`config.mk`:
```
export PLATFORM = sky130hd
export DESIGN_NAME = storage_dma_wb
export DESIGN_NICKNAME = d
export VERILOG_FILES = /design/src/rtl/storage_pkg.sv /design/src/rtl/storage_dma_timeout.sv /design/src/rtl/storage_dma_wb.sv
export SDC_FILE = /design/constraint.sdc
export NUM_CORES = 1
export LEC_CHECK = 0
export BUFFER_PORTS_ARGS = -buffer_cell sky130_fd_sc_hd__buf_2
export CAP_MARGIN = 20
export CORE_AREA = 2 2 80 139
export DETAILED_ROUTE_END_ITERATION = 6
export DIE_AREA = 0 0 82 141
export MAX_ROUTING_LAYER = met4
export PLACE_DENSITY = 0.7
export SLEW_MARGIN = 20
export SYNTH_ARGS = -nofsm -noshare
export SYNTH_HDL_FRONTEND = slang
export SYNTH_SLANG_ARGS = --single-unit
```
`constraint.sdc`:
```
create_clock -name wb_clk_i -period 2.1 [get_ports wb_clk_i]
set_input_delay 0.315 -clock wb_clk_i [delete_from_list [all_inputs] [get_ports wb_clk_i]]
set_output_delay 0.315 -clock wb_clk_i [all_outputs]
set_load 0.02 [all_outputs]
```
`src/rtl/storage_pkg.sv`:
```
// Shared storage-subsystem definitions: DMA state encoding, bridge lane indices,
// region bases and word-to-byte address helpers.
package storage_pkg;

  typedef enum logic [1:0] {
    IDLE = 2'd0,
    RD   = 2'd1,
    WR   = 2'd2
  } dma_state_e;

  localparam int LANE_RW = 0;
  localparam int LANE_RO = 1;

  localparam logic [23:0] STORAGE_RO_BASE  = 24'h20_0000;
  localparam logic [23:0] STORAGE_RW_BASE0 = 24'h00_0000;
  localparam logic [23:0] STORAGE_RW_BASE1 = 24'h10_0000;

  localparam int WAIT_W = 8;

  // RO region keeps only its top byte; the word index lands on bits [9:2].
  function automatic logic [31:0] ro_word_adr(input logic [23:0] base, input logic [7:0] idx);
    return {8'h00, base[23:16], 6'h00, idx, 2'b00};
  endfunction

  function automatic logic [31:0] rw_word_adr(input logic [23:0] base, input logic [8:0] idx);
    return {8'h00, base | {13'h0000, idx, 2'b00}};
  endfunction

endpackage

```
`src/rtl/storage_dma_timeout.sv`:
```
// Ack wait counter for the storage DMA: cleared on each bus phase entry,
// counts stalled cycles and flags expiry at TIMEOUT-1.
module storage_dma_timeout
  import storage_pkg::*;
#(
  parameter int TIMEOUT = 16
) (
  input  logic clk,
  input  logic rst_n,
  input  logic clr_i,
  input  logic en_i,
  output logic expire_o
);

  logic [WAIT_W-1:0] cnt_q;
  logic [WAIT_W-1:0] cnt_d;

  always_comb begin
    cnt_d = cnt_q;
    if (clr_i) begin
      cnt_d = '0;
    end else if (en_i) begin
      cnt_d = cnt_q + {{(WAIT_W-1){1'b0}}, 1'b1};
    end
  end

  always_ff @(posedge clk or negedge rst_n) begin
    if (!rst_n) begin
      cnt_q <= '0;
    end else begin
      cnt_q <= cnt_d;
    end
  end

  assign expire_o = (cnt_q == WAIT_W'(TIMEOUT - 1));

endmodule

```
`src/rtl/storage_dma_wb.sv`:
```
// Wishbone DMA master copying words from the RO storage region into an R/W
// block, one read/write pair per word through the two-lane storage bridge.
module storage_dma_wb
  import storage_pkg::*;
#(
  parameter logic [23:0] RO_BASE  = STORAGE_RO_BASE,
  parameter logic [23:0] RW_BASE0 = STORAGE_RW_BASE0,
  parameter logic [23:0] RW_BASE1 = STORAGE_RW_BASE1,
  parameter int          TIMEOUT  = 16
) (
  input  logic        wb_clk_i,
  input  logic        wb_rst_n,
  input  logic        start_i,
  input  logic [7:0]  src_word_i,
  input  logic        dst_blk_i,
  input  logic [8:0]  dst_word_i,
  input  logic [8:0]  len_i,
  output logic        busy_o,
  output logic        done_o,
  output logic        err_o,
  output logic        wbm_cyc_o,
  output logic [1:0]  wbm_stb_o,
  output logic        wbm_we_o,
  output logic [3:0]  wbm_sel_o,
  output logic [31:0] wbm_adr_o,
  output logic [31:0] wbm_dat_o,
  input  logic [1:0]  wbm_ack_i,
  input  logic [31:0] wbm_ro_dat_i
);

  dma_state_e  state_q, state_d;
  logic [7:0]  src_q, src_d;
  logic [8:0]  dst_q, dst_d;
  logic        blk_q, blk_d;
  logic [8:0]  len_q, len_d;
  logic        busy_q, busy_d;
  logic        done_q, done_d;
  logic        err_q, err_d;
  logic        cyc_q, cyc_d;
  logic [1:0]  stb_q, stb_d;
  logic        we_q, we_d;
  logic [3:0]  sel_q, sel_d;
  logic [31:0] adr_q, adr_d;
  logic [31:0] dat_q, dat_d;

  logic        ack_rd;
  logic        ack_wr;
  logic        phase_ack;
  logic        expire;
  logic        finish;
  logic [23:0] rw_base;

  // Only the lane currently strobed can complete a phase; the other is ignored.
  assign ack_rd    = (state_q == RD) && wbm_ack_i[LANE_RO];
  assign ack_wr    = (state_q == WR) && wbm_ack_i[LANE_RW];
  assign phase_ack = ack_rd || ack_wr;
  assign rw_base   = blk_q ? RW_BASE1 : RW_BASE0;

  storage_dma_timeout #(
    .TIMEOUT (TIMEOUT)
  ) u_timeout (
    .clk      (wb_clk_i),
    .rst_n    (wb_rst_n),
    .clr_i    ((state_q == IDLE) || phase_ack),
    .en_i     ((state_q != IDLE) && !phase_ack),
    .expire_o (expire)
  );

  always_comb begin
    state_d = state_q;
    src_d   = src_q;
    dst_d   = dst_q;
    blk_d   = blk_q;
    len_d   = len_q;
    busy_d  = busy_q;
    done_d  = 1'b0;
    err_d   = err_q;
    cyc_d   = cyc_q;
    stb_d   = stb_q;
    we_d    = we_q;
    sel_d   = sel_q;
    adr_d   = adr_q;
    dat_d   = dat_q;
    finish  = 1'b0;

    unique case (state_q)
      IDLE: begin
        if (start_i) begin
          src_d = src_word_i;
          dst_d = dst_word_i;
          blk_d = dst_blk_i;
          len_d = len_i;
          err_d = 1'b0;
          if (len_i == 9'd0) begin
            done_d = 1'b1;
          end else begin
            state_d = RD;
            busy_d  = 1'b1;
            cyc_d   = 1'b1;
            stb_d   = 2'b10;
            we_d    = 1'b0;
            sel_d   = 4'hF;
            adr_d   = ro_word_adr(RO_BASE, src_word_i);
          end
        end
      end

      RD: begin
        if (ack_rd) begin
          // Read data goes straight out as write data; no idle cycle between phases.
          state_d = WR;
          dat_d   = wbm_ro_dat_i;
          stb_d   = 2'b01;
          we_d    = 1'b1;
          sel_d   = 4'hF;
          adr_d   = rw_word_adr(rw_base, dst_q);
        end else if (expire) begin
          err_d  = 1'b1;
          finish = 1'b1;
        end
      end

      WR: begin
        if (ack_wr) begin
          len_d = len_q - 9'd1;
          src_d = src_q + 8'd1;
          dst_d = dst_q + 9'd1;
          if (len_q == 9'd1) begin
            finish = 1'b1;
          end else begin
            state_d = RD;
            stb_d   = 2'b10;
            we_d    = 1'b0;
            sel_d   = 4'hF;
            adr_d   = ro_word_adr(RO_BASE, src_q + 8'd1);
          end
        end else if (expire) begin
          err_d  = 1'b1;
          finish = 1'b1;
        end
      end

      default: begin
        state_d = IDLE;
      end
    endcase

    if (finish) begin
      state_d = IDLE;
      busy_d  = 1'b0;
      done_d  = 1'b1;
      cyc_d   = 1'b0;
      stb_d   = 2'b00;
      we_d    = 1'b0;
      sel_d   = 4'h0;
    end
  end

  always_ff @(posedge wb_clk_i or negedge wb_rst_n) begin
    if (!wb_rst_n) begin
      state_q <= IDLE;
      src_q   <= '0;
      dst_q   <= '0;
      blk_q   <= 1'b0;
      len_q   <= '0;
      busy_q  <= 1'b0;
      done_q  <= 1'b0;
      err_q   <= 1'b0;
      cyc_q   <= 1'b0;
      stb_q   <= 2'b00;
      we_q    <= 1'b0;
      sel_q   <= 4'h0;
      adr_q   <= '0;
      dat_q   <= '0;
    end else begin
      state_q <= state_d;
      src_q   <= src_d;
      dst_q   <= dst_d;
      blk_q   <= blk_d;
      len_q   <= len_d;
      busy_q  <= busy_d;
      done_q  <= done_d;
      err_q   <= err_d;
      cyc_q   <= cyc_d;
      stb_q   <= stb_d;
      we_q    <= we_d;
      sel_q   <= sel_d;
      adr_q   <= adr_d;
      dat_q   <= dat_d;
    end
  end

  assign busy_o    = busy_q;
  assign done_o    = done_q;
  assign err_o     = err_q;
  assign wbm_cyc_o = cyc_q;
  assign wbm_stb_o = stb_q;
  assign wbm_we_o  = we_q;
  assign wbm_sel_o = sel_q;
  assign wbm_adr_o = adr_q;
  assign wbm_dat_o = dat_q;

endmodule
```
==> flow_summary.ini, run 1 <==
[detailed_routing]
wl_um = 10620
ant_nets = 0
drt-initial-drc-count = 195
vias = 3609
wire_per_inst_um = 15.52
vias_per_cell = 5.276
first_pass_iters = 4
route.detailed.drc = 0

[setup_path]
critPathMaxFanout = 6
critPathLaunchType = register
startpoint = state_q[1]
path_class = register to register
r2r-start = state_q[1]
worstSetupEndpointType = register
cp.required_ps = 2380
critPathArrivalTime_ps = 2270

[die]
die-area_um2 = 11560
ios = 139
rows = 50
die_h_um = 141
die_w_um = 82
core_area_um2 = 10510
initial_utilization_pct = 41.63

[yosys]
synthesis.area_um2 = 4375
synth.area.top_cells = dfrtp_1 49%, mux2_2 8.8%, buf_4 4.5%
synth_seq_cells = 86
synth_top_family_by_area = compound AO/OA/AOI/OAI gates
synth_ff_type = dfrtp_1
async_flop_share_pct = 100.0
muxShareOfSynthArea_pct = 10.12
synth-edff-count = 0
yosys.area.top_type_share_pct = 49.19
synthXorXnorAreaFrac_pct = 2.202
synth-adder-area-share_pct = 2.860
synth_compound_area_share_pct = 15.10
ys_warn_count = 0
synth.yosys.seq_area_share_pct = 49.19
synth.avg_cell_area_um2 = 10.27
yosysUniqueCellTypes = 54
yosys.area_share.simple_pct = 13.01
synth_largest_area_cell = dfrtp_1
syn_inst = 426

[timing]
layout_min_cycle_time_ps = 1997
rsz0062_at_grt = no
hold_violations = 0
setup_tns_ps = 0
fin_crit_sh_pct = 95.08
clock.fmax_mhz = 500.8
drv_slew = 0
fin_worst_skew_ps = 8.282
setup_violations = 0

[placed_design]
dp.cells = 666
port_buffers = 117
routabilityCongestion = 0.8864
post-dp-hpwl_um = 8175

[grt]
grt_overflow_total = 0
grt_max_degree = 40
track_usage_pct = 19.63
grt_pass1_wl_um = 16980
grt_pass1_vias = 3618
antenna_found_initial = 0

[job]
drv_cap = 0

[finish]
layout_commonest_cell = buf_2
diodes = 0
layout-drive-gt1-share_pct = 35.74
syn2layout_area_growth_pct = 24.79
final_cells = 684
n_fill_cell = 994
layout_common_cells = 116 x buf_2, 86 x dfrtp_1, 39 x nor2_1
layout.nets = 623

[power_and_ir_drop]
internal-power_uw = 5370
power_frac_comb_pct = 48.6
leakagePower_uw = 0.002568
p_seq_share_pct = 32.7
clkPwrFrac_pct = 18.7
ir_drop_uv = 784.5
power.density_nw_per_um2 = 1674
switchingPower_uw = 3769
sw_frac_of_total_pct = 41.24

[cts]
clock_path_buffers = 2
clock_sinks = 86
clk_pin_slew_worst_paths_ps = 70
clk_latency_ps = 340
cts-root-buf = clkbuf_16
cts_tree = yes
cts_buffers = 9
htree_levels = 3

[run_status]
status = completed

[min_path]
min_from = wbm_ro_dat_i[13]
worstHoldPathType = input pin to register
[cells by family (layout without fill, tap and decap cells)]
family                     Yosys count  in the layout
AOI/OAI and AO/OA                  100            100
and+or+nand+nor                    121            121
xor gates and xnor gates            11             11
adders and majority gates           10             10
muxes                               40             40
DFF                                 86             86
buffers and inverters               57            165
other                                1             21
[final timing paths]
check,end,slack [ps],cells after the start
max,len_q[8],100,7
min,wbm_dat_o[13],210,2
min in group asynchronous,wbm_dat_o[31],400,2
max reg2reg,len_q[8],100,7
max in group asynchronous,u_timeout.cnt_q[0],1060,3
min reg2reg,u_timeout.cnt_q[0],460,1
[critical path, stage by stage (launching register included)]
cell and delay [ps]:
dfrtp_1 390, buf_4 150, ha_2 210, nor2b_4 150
or3_4 410, or3_1 360, a21oi_1 150, a221o_1 130
[power by group through the flow]
stage | Clock (uW) | Sequential, uW | Combinational, uW
after floorplan | 0 | 3450 | 2530
after global placement | 0 | 2970 | 4260
after detailed placement | 0 | 3020 | 4390
after CTS | 1750 | 2990 | 4410
after global routing | 1820 | 3100 | 4900
final | 1710 | 2990 | 4440
[registers in the layout, indices dropped and copies added, names as in the netlist]
name,cells
wbm_dat_o,32
wbm_adr_o,11
dst_q,9
len_q,9
src_q,8
u_timeout.cnt_q,8
state_q,2
wbm_stb_o,2
blk_q,1
done_o,1
err_o,1
wbm_cyc_o,1
wbm_sel_o,1
[cell usage after synthesis (4+ instances only)]
library cell   n
dfrtp_1       86
nor2_1        40
mux2_2        34
nand2_1       32
buf_4         26
a21oi_1       23
o21ai_0       23
nand3_1       13
clkbuf_1      12
inv_1         11
ha_1          10
nor3_1        10
o22ai_1        9
and3_1         8
a221oi_1       6
mux2i_1        6
o31ai_1        6
xnor2_1        6
buf_2          5
xor2_1         5
a22o_1         4
[layer usage]
| layer | global-route usage, % | share of wire (%) | wire [um] |
|---|---|---|---|
| met1 | 21.88 | 38 | 3991 |
| met2 | 33.59 | 56 | 5898 |
| met3 | 3.009 | 4.3 | 458 |
| met4 | 9.035 | 2.5 | 267 |
| met5 | - | 0 | 0 |
[area by class of cell]
class                           count  area (um^2)  area share, %
Sequential cell                    86         2152          39.41
Multi-Input combinational cell    303         1999          36.62
Timing Repair Buffer              138        780.7          14.30
Clock buffer                        9        225.2          4.125
Tap cell                          130        162.7          2.979
Clock inverter                      7        98.84          1.810
Inverter                           11        41.29         0.7562
[through the flow]
step                util (%)  total power (uW)  hold slack [ps]  setup slack [ps]  cell area [um^2]
finish                 51.95              9139            205.9             103.3              5460
global route           51.95              9817            200.1             16.86              5460
CTS                    51.68              9156            192.5             47.60              5431
detailed placement     48.50              7410            216.9             82.13              5097
global placement       48.50              7233            209.5             137.8              5097
floorplan                  -              5984            19.41             83.58              4451
[timing repair]
action,CTS,global route
hold buffers,1,0
hold endpoints to repair,19,0
gates resized for setup,0,5
buffers inserted,0,1
setup endpoints to repair,0,10
Power figures use the tool's default switching activity.
==> run 2, diff against run 1 <==
--- a/config.mk
+++ b/config.mk
@@ -7,12 +7,12 @@
 export LEC_CHECK = 0
 export BUFFER_PORTS_ARGS = -buffer_cell sky130_fd_sc_hd__buf_2
 export CAP_MARGIN = 20
-export CORE_AREA = 2 2 80 139
+export CORE_AREA = 2 2 77 135
 export DETAILED_ROUTE_END_ITERATION = 6
-export DIE_AREA = 0 0 82 141
+export DIE_AREA = 0 0 79 137
 export MAX_ROUTING_LAYER = met4
-export PLACE_DENSITY = 0.7
-export SLEW_MARGIN = 20
+export PLACE_DENSITY = 0.75
+export SLEW_MARGIN = 40
 export SYNTH_ARGS = -nofsm -noshare
 export SYNTH_HDL_FRONTEND = slang
 export SYNTH_SLANG_ARGS = --single-unit
==> run 2 against run 1 <==
Routed wire length fell by 1.5%; power fell by 2.1%; largest power group unchanged; sequential power barely moved; clock skew rose by 0.88 ps; non-clock buffer count rose by 1; largest cell class unchanged; design area fell by 0.66%; die area fell by 6.4%; worst hold slack improved by 3.2 ps; count of clock-buffer cells in the layout did not move; clock power fell by 13%.
==> flow_summary.ini, run 2 (synthesized netlist as in run 1, its figures left out) <==
[detailed_routing]
route.detailed.drc = 0
ant_nets = 0
drt-initial-drc-count = 132
vias = 3628
wl_um = 10460
first_pass_iters = 4
wire_per_inst_um = 15.38
vias_per_cell = 5.335

[placed_design]
post-dp-hpwl_um = 8066
port_buffers = 117
pre_cts_slack_ps = 45.40
dp.cells = 662
post_dp_cell_area_um2 = 5106
routabilityCongestion = 0.8834

[timing]
layout_min_cycle_time_ps = 2024
fin_crit_sh_pct = 96.37
hold_violations = 0
setup_violations = 0
setup_tns_ps = 0
rsz0062_at_grt = no
drv_slew = 0
fin_worst_skew_ps = 9.160
clock.fmax_mhz = 494.1
setup_ws_ps = 76.29
timing.hold.ws_ps = 209.1

[cts]
clock_sinks = 86
cts_buffers = 9
clk_pin_slew_worst_paths_ps = 70
clock_path_buffers = 2
clk_latency_ps = 340
cts_tree = yes
htree_levels = 3
cts-root-buf = clkbuf_16

[finish]
diodes = 0
design_area_um2 = 5424
layout.nets = 624
final_cells = 680
multi_input_area_um2 = 1996
largest_reg_flops = 32
seq_area_um2 = 2152
syn2layout_area_growth_pct = 23.96
layout_common_cells = 116 x buf_2, 86 x dfrtp_1, 39 x nor2_1
layout-drive-gt1-share_pct = 36.04
n_fill_cell = 911
layout_commonest_cell = buf_2

[job]
drv_cap = 0

[setup_path]
critPathBufInv = 2
startpoint = state_q[1]
critPathLaunchType = register
r2r-start = state_q[1]
path_class = register to register
cp.required_ps = 2350
critPathSlowestCell = or3_4
cp_top_family = simple AND/OR/NAND/NOR gates
critPathArrivalTime_ps = 2270
crit_chain = inv_1 > ha_1 > nor2b_2 > or3_4 > buf_4 > nor3_1 > a21oi_1 > o21ai_0
critPathMaxFanout = 17
crit_path_max_incr_delay_ps = 400
worstSetupEndpointType = register

[die]
rows = 48
die_h_um = 137
core_area_um2 = 9729
ios = 139
initial_utilization_pct = 44.97
die_w_um = 79
die-area_um2 = 10820

[grt]
track_usage_pct = 20.22
grt_overflow_total = 0
grt_pass1_vias = 3614
grt_max_degree = 43
grt_pass1_wl_um = 16790
antenna_found_initial = 0

[min_path]
worstHoldPathType = input pin to register
min_from = wbm_ro_dat_i[1]

[power_and_ir_drop]
power.density_nw_per_um2 = 1649
ir_drop_uv = 634.7
leakagePower_uw = 0.002557

[run_status]
status = completed
-- run 2: routing by layer --
| metal | vias to the layer above | routed length [um] | GRT usage [%] | share of wire, % |
|---|---|---|---|---|
| li1 | 1727 | - | - | - |
| met1 | 1739 | 3932 | 21.88 | 38 |
| met2 | 137 | 5663 | 35.92 | 54 |
| met3 | 25 | 559 | 2.704 | 5.3 |
| met4 | 0 | 302 | 9.962 | 2.9 |
| met5 | - | 0 | - | 0 |
-- run 2: what timing repair did --
item	in CTS	in global routing
buffers inserted	0	1
gates resized for setup	2	3
hold endpoints to repair	26	0
setup endpoints to repair	2	14
hold buffers	1	0
-- run 2: area by class of cell --
cell class	instances	share of cell area (%)
Clock buffer	9	4.152
Clock inverter	7	1.038
Inverter	11	0.7612
Multi-Input combinational cell	303	36.79
Sequential cell	86	39.68
Tap cell	125	2.884
Timing Repair Buffer	139	14.69
-- run 2: metrics by stage --
| step | total power (uW) | util [%] |
|---|---|---|
| 2_1_floorplan | 5984 | - |
| 3_3_place_gp | 7276 | 52.48 |
| 3_5_place_dp | 7473 | 52.48 |
| 4_1_cts | 9006 | 55.54 |
| 5_1_grt | 9608 | 55.75 |
| 6_report | 8943 | 55.75 |
-- run 2: worst paths after layout --
check	end	cells past startpoint	slack [ps]
max	src_q[4]	8	80
min	wbm_dat_o[1]	2	210
max reg2reg	src_q[4]	8	80
min reg2reg	u_timeout.cnt_q[0]	1	470
max in group asynchronous	wbm_dat_o[5]	3	1110
min in group asynchronous	len_q[6]	2	430
-- run 2: worst register-to-register path: stages (launching register included) --
cell	delay (ps)
dfrtp_1	380
inv_1	90
ha_1	230
nor2b_2	200
or3_4	400
buf_4	210
nor3_1	210
a21oi_1	70
o21ai_0	160
-- run 2: power by group --
| part | total [uW] | switching [uW] | internal [uW] |
|---|---|---|---|
| combinational | 4470 | 2530 | 1940 |
| sequential | 2980 | 554 | 2430 |
| clock | 1490 | 678 | 814 |
